==> src/rtl/sar_search_if.sv <==
// Purpose: bundles the sar_search control/result signals and the comparator flag return path.
// Latency: none (wires only); the controller registers everything it drives.
// Backpressure: none; start is a level request, done is a single-cycle pulse.
// Ports/modports:
//   master - the search controller: drives guess/busy/done/result/found, receives start and flags.
//   slave  - the requester + comparator side: drives start/less/greater/equal, observes the rest.
interface sar_search_if #(
  parameter int WIDTH = 4
);
  logic             start;
  logic             less;
  logic             greater;
  logic             equal;
  logic [WIDTH-1:0] guess;
  logic             busy;
  logic             done;
  logic [WIDTH-1:0] result;
  logic             found;

  modport master (
    input  start, less, greater, equal,
    output guess, busy, done, result, found
  );

  modport slave (
    output start, less, greater, equal,
    input  guess, busy, done, result, found
  );
endinterface

==> src/rtl/sar_search.sv <==
// Purpose: successive-approximation search that drives a comparator operand and converges MSB first.
// Latency: done 1..WIDTH+1 cycles after start is sampled (early exit on equal, else via VERIFY).
// Backpressure: start is ignored while busy; no stall input, the comparator answers every cycle.
// Ports: clk, rst_n (async active-low); bus (sar_search_if.master) carries start, flags
//        less/greater/equal in, and guess, busy, done, result, found out.
module sar_search #(
  parameter int WIDTH = 4
) (
  input  logic         clk,
  input  logic         rst_n,
  sar_search_if.master bus
);

  localparam int KW = (WIDTH > 1) ? $clog2(WIDTH) : 1;

  typedef enum logic [1:0] {
    S_IDLE   = 2'd0,
    S_TRY    = 2'd1,
    S_VERIFY = 2'd2
  } state_t;

  state_t           state_q,  state_d;
  logic [WIDTH-1:0] acc_q,    acc_d;
  logic [KW-1:0]    k_q,      k_d;
  logic             done_q,   done_d;
  logic [WIDTH-1:0] result_q, result_d;
  logic             found_q,  found_d;

  logic [WIDTH-1:0] trial_bit;
  logic [WIDTH-1:0] guess;

  // guess depends only on registered state, so the comparator loop is
  // broken at the flops and the flags are purely a same-cycle return path.
  always_comb begin
    trial_bit = {{(WIDTH-1){1'b0}}, 1'b1} << k_q;
    guess     = '0;
    case (state_q)
      S_TRY:    guess = acc_q | trial_bit;
      S_VERIFY: guess = acc_q;
      default:  guess = '0;
    endcase
  end

  always_comb begin
    state_d  = state_q;
    acc_d    = acc_q;
    k_d      = k_q;
    done_d   = 1'b0;
    result_d = result_q;
    found_d  = found_q;
    case (state_q)
      S_IDLE: begin
        if (bus.start) begin
          acc_d   = '0;
          k_d     = KW'(WIDTH - 1);
          state_d = S_TRY;
        end
      end
      S_TRY: begin
        if (bus.equal) begin
          result_d = guess;
          found_d  = 1'b1;
          done_d   = 1'b1;
          state_d  = S_IDLE;
        end else begin
          // No flag at all is treated like "less": keep the trial bit.
          if (!bus.greater) begin
            acc_d = guess;
          end
          if (k_q == '0) begin
            state_d = S_VERIFY;
          end else begin
            k_d = k_q - KW'(1);
          end
        end
      end
      S_VERIFY: begin
        // Only reachable for target 0 or a misbehaving comparator.
        result_d = acc_q;
        found_d  = bus.equal;
        done_d   = 1'b1;
        state_d  = S_IDLE;
      end
      default: begin
        state_d = S_IDLE;
      end
    endcase
  end

  always_ff @(posedge clk or negedge rst_n) begin
    if (!rst_n) begin
      state_q  <= S_IDLE;
      acc_q    <= '0;
      k_q      <= '0;
      done_q   <= 1'b0;
      result_q <= '0;
      found_q  <= 1'b0;
    end else begin
      state_q  <= state_d;
      acc_q    <= acc_d;
      k_q      <= k_d;
      done_q   <= done_d;
      result_q <= result_d;
      found_q  <= found_d;
    end
  end

  assign bus.guess  = guess;
  assign bus.busy   = (state_q != S_IDLE);
  assign bus.done   = done_q;
  assign bus.result = result_q;
  assign bus.found  = found_q;

endmodule

==> src/flat_wrapper.sv <==
// flat-port wrapper written by rule: the top's interface ports become plain ports
module sar_search_flat 
#(
  parameter int WIDTH = 4
)
  (clk, rst_n, bus_start, bus_less, bus_greater, bus_equal, bus_guess, bus_busy, bus_done, bus_result, bus_found);
  sar_search_if #(.WIDTH(WIDTH)) bus_i ();
  input  logic clk;
  input  logic rst_n;
  input wire logic [$bits(bus_i.start)-1:0] bus_start;
  input wire logic [$bits(bus_i.less)-1:0] bus_less;
  input wire logic [$bits(bus_i.greater)-1:0] bus_greater;
  input wire logic [$bits(bus_i.equal)-1:0] bus_equal;
  output wire logic [$bits(bus_i.guess)-1:0] bus_guess;
  output wire logic [$bits(bus_i.busy)-1:0] bus_busy;
  output wire logic [$bits(bus_i.done)-1:0] bus_done;
  output wire logic [$bits(bus_i.result)-1:0] bus_result;
  output wire logic [$bits(bus_i.found)-1:0] bus_found;
  assign bus_i.start = bus_start;
  assign bus_i.less = bus_less;
  assign bus_i.greater = bus_greater;
  assign bus_i.equal = bus_equal;
  assign bus_guess = bus_i.guess;
  assign bus_busy = bus_i.busy;
  assign bus_done = bus_i.done;
  assign bus_result = bus_i.result;
  assign bus_found = bus_i.found;
  sar_search #(.WIDTH(WIDTH)) u_core (.clk(clk), .rst_n(rst_n), .bus(bus_i));
endmodule
==> config.mk <==
export PLATFORM = sky130hd
export DESIGN_NAME = sar_search_flat
export DESIGN_NICKNAME = d
export VERILOG_FILES = /design/src/rtl/sar_search_if.sv /design/src/rtl/sar_search.sv /design/src/flat_wrapper.sv
export SDC_FILE = /design/constraint.sdc
export NUM_CORES = 1
export LEC_CHECK = 0
export BUFFER_PORTS_ARGS = -buffer_cell sky130_fd_sc_hd__buf_2
export CORE_UTILIZATION = 25
export CTS_CLUSTER_DIAMETER = 120
export DETAILED_ROUTE_END_ITERATION = 8
export SETUP_SLACK_MARGIN = 0.05
export SLEW_MARGIN = 10
export SYNTH_ARGS = -nofsm -noshare
export SYNTH_HDL_FRONTEND = slang
export SYNTH_SLANG_ARGS = --single-unit
==> constraint.sdc <==
create_clock -name clk -period 2 [get_ports clk]
set_clock_uncertainty 0.15 [all_clocks]
set_input_delay 0.1 -clock clk [delete_from_list [all_inputs] [get_ports clk]]
set_output_delay 0.1 -clock clk [all_outputs]
set_load 0.1 [all_outputs]
==> impl_metrics.toml <==
[sta]
hold_violations = 0
worst_pin_slew_ns = 0.4917
fin_crit_sh_pct = 91.83
max_freq_mhz = 544.5
rsz0062_at_grt = "false"
slew_headroom_pct = 67.45
worst_hold_slack_ns = 0.03562
fin_crit_ns = 1.837
setup_viol = 0
slew_violations = 0

[setup_path]
rr_worst_depth = 6
worstSetupStartpoint = "u_core.state_q[1]$_DFFE_PN0P_"
crit_chain = "inv_2 > ha_4 > o21ai_0 > a21boi_2 > buf_12"
crit_arrival_ns = 1.59
r2r-end = "u_core.acc_q[1]$_DFFE_PN0P_"
cpPeakStageDelay_ns = 0.43
path_delay_family = "flip-flops"
regToRegSetupSlack_ns = 0.33
slowest_stage = "dfrtp_1"
endpoint = "bus_guess[1]"
worstPathBufferInverterCount = 2
crit_required_ns = 1.75
regToRegStartpoint = "u_core.state_q[1]$_DFFE_PN0P_"
startpoint_type = "register"
worstSetupPathDepth = 5
cp_max_fo = 13
crit_type = "register to output port"
crit_path_end_kind = "output port"

[layout]
diodes = 0
drive_gt1_share_pct = 32.48
fin_area_um2 = 1224
nFillCells = 343
area_growth_pct = 35.46
mostFrequentLayoutCells = "dfrtp_1 (14), buf_2 (11), inv_1 (8)"
regArea_um2 = 350.3
multiInputGateArea_um2 = 555.5
nets = 132
mostFrequentLayoutCell = "dfrtp_1"

[logic_synthesis]
yosys_register_bits = 14
netlist.area_leader.share_pct = 38.78
synth_top_cell_by_area = "dfrtp_1"
synth_simple_gate_area_share_pct = 15.93
synth.distinct_cells = 28
synthMuxAreaShare_pct = 6.233
avgSynthCellArea_um2 = 9.509
synth-xor-area-share_pct = 0
synth_area_leaders = "dfrtp_1 (39%), ha_1 (9.7%), a31oi_1 (4.2%), inv_1 (4.2%), nor2b_1 (4.2%)"
syn-cell-area_um2 = 903.4
synth_top_family_by_area = "compound AO/OA/AOI/OAI gates"
syn_inst = 95
synth_seq_area_share_pct = 38.78
synth_fa_ha_area_share_pct = 9.695
synth_fp_nets = 108
synth_compound_area_share_pct = 21.33
yosys_warnings = 0

[placed_design]
gp_congestion = 0.8360
postPlaceCellArea_um2 = 1129
io_buffers = 15
place_hpwl_um = 1532

[cts]
cts_buffer_depth = 2
worstSkewPairLatency_ns = 0.28
cts_tree = "done"
htreeDepth = 1
cts-buffers-inserted = 3
cts_sinks = 14
clk_pin_slew_ns = 0.08
root_buffer = "clkbuf_4"

[global_route]
grt_usage_pct = 11.69
grt-ovfl-total = 0
top_usage_layer = "met2"
met3_usage_pct = 2.022
gr-usage-met1_pct = 13.55
antenna_found_initial = 0
grt_max_degree = 15
grt_pass1_vias = 753
met2_usage_pct = 20.33
grt_first_pass_wirelength_um = 3525

[route]
drt_iter0_markers = 16
vias_per_cell = 4.656
routed_wl_um = 2067
first_pass_iters = 4
routedWlPerCell_um = 12.68
drc_errors = 0
vias = 759
ant_nets = 0

[pwr]
powerDensity_nw_per_um2 = 1526
max-vdd-ir-drop_uv = 281.5
power_leakage_nw = 0.5522

[die]
die_w_um = 62.11
core_um2 = 3390
rows = 21
die_h_um = 62.11
start_util_pct = 26.65
io_pins = 17
dieArea_um2 = 3858

[hold_path]
hp-class = "primary input to register"

[outcome]
outcome = "finished clean"

[job]
cap_viol_max_count = 0
==> what timing repair did <==
item | in CTS | in global routing
endpoints found under the setup margin | 4 | 4
pin swaps | 0 | 1
resized for setup | 3 | 7
setup buffers | 0 | 2
hold buffers | 2 | 0
hold endpoints to repair | 15 | 0
==> final cells by class <==
class	instances	share of cell area [%]
multi-input combinational	67	45.40
clock buffer	3	1.840
tap	46	4.703
inverter	10	3.067
timing repair buffer	23	16.36
sequential	14	28.63
==> layer usage <==
metal | vias up | part of all wire, % | wire length (um)
met3 | 4 | 4.4 | 90
li1 | 377 | - | -
met5 | - | 0 | 0
met1 | 355 | 44 | 901
met4 | 0 | 1.2 | 25
met2 | 23 | 51 | 1048
==> synthesized netlist by cell type, drive strengths merged <==
master	instances
a21oi	5
inv	10
o21a	1
dfrtp	14
mux2	2
nand2b	2
nand2	7
a2bb2oi	3
a21boi	4
nor2	7
buf	4
o22ai	3
o21ai	6
ha	7
o22a	1
a31oi	6
nand4	1
mux2i	3
nor2b	6
nor4b	1
o2bb2ai	1
nand3	1
==> per-stage QoR <==
step	util [%]	std cells	worst slack, ns	TNS (ns)	total power [mW]
floorplan	-	95	-0.07011	-0.07011	1.381
global placement	33.30	156	0.1841	0	1.590
detailed placement	33.30	156	0.1400	0	1.612
CTS	34.99	161	0.07161	0	1.804
global route	36.10	163	0.06900	0	1.990
finish	36.10	163	0.1634	0	1.867
==> where the power goes <==
group          internal [mW]  switching [mW]
logic                  0.475           0.820
registers              0.354          0.0604
clock network         0.0697          0.0885
total                  0.898           0.969
==> registers in the layout, summed over array words and instances (netlist names) <==
| name | cells |
|---|---|
| u_core.k_q | 2 |
| u_core.bus.done | 1 |
| u_core.bus.result | 4 |
| u_core.acc_q | 4 |
| u_core.state_q | 2 |
| u_core.bus.found | 1 |
==> logic make-up after synthesis <==
family,count (synthesis)
mux,5
flops,14
fa+ha+maj,7
buf+inv,14
simple gates,25
compound gates,30
==> worst min-delay path by stage <==
| stage | startpoint | to | depth (start not counted) |
|---|---|---|---|
| after global routing | bus_equal | u_core.bus.found$_DFFE_PN0P_ | 2 |
| after detailed placement | rst_n | u_core.bus.result[2]$_DFFE_PN0P_ | 1 |
| after CTS | bus_equal | u_core.bus.found$_DFFE_PN0P_ | 2 |
| after global placement | rst_n | u_core.bus.result[3]$_DFFE_PN0P_ | 1 |
| after floorplan | rst_n | u_core.acc_q[0]$_DFFE_PN0P_ | 0 |
| final | bus_equal | u_core.bus.found$_DFFE_PN0P_ | 2 |
Power figures use the tool's default switching activity.
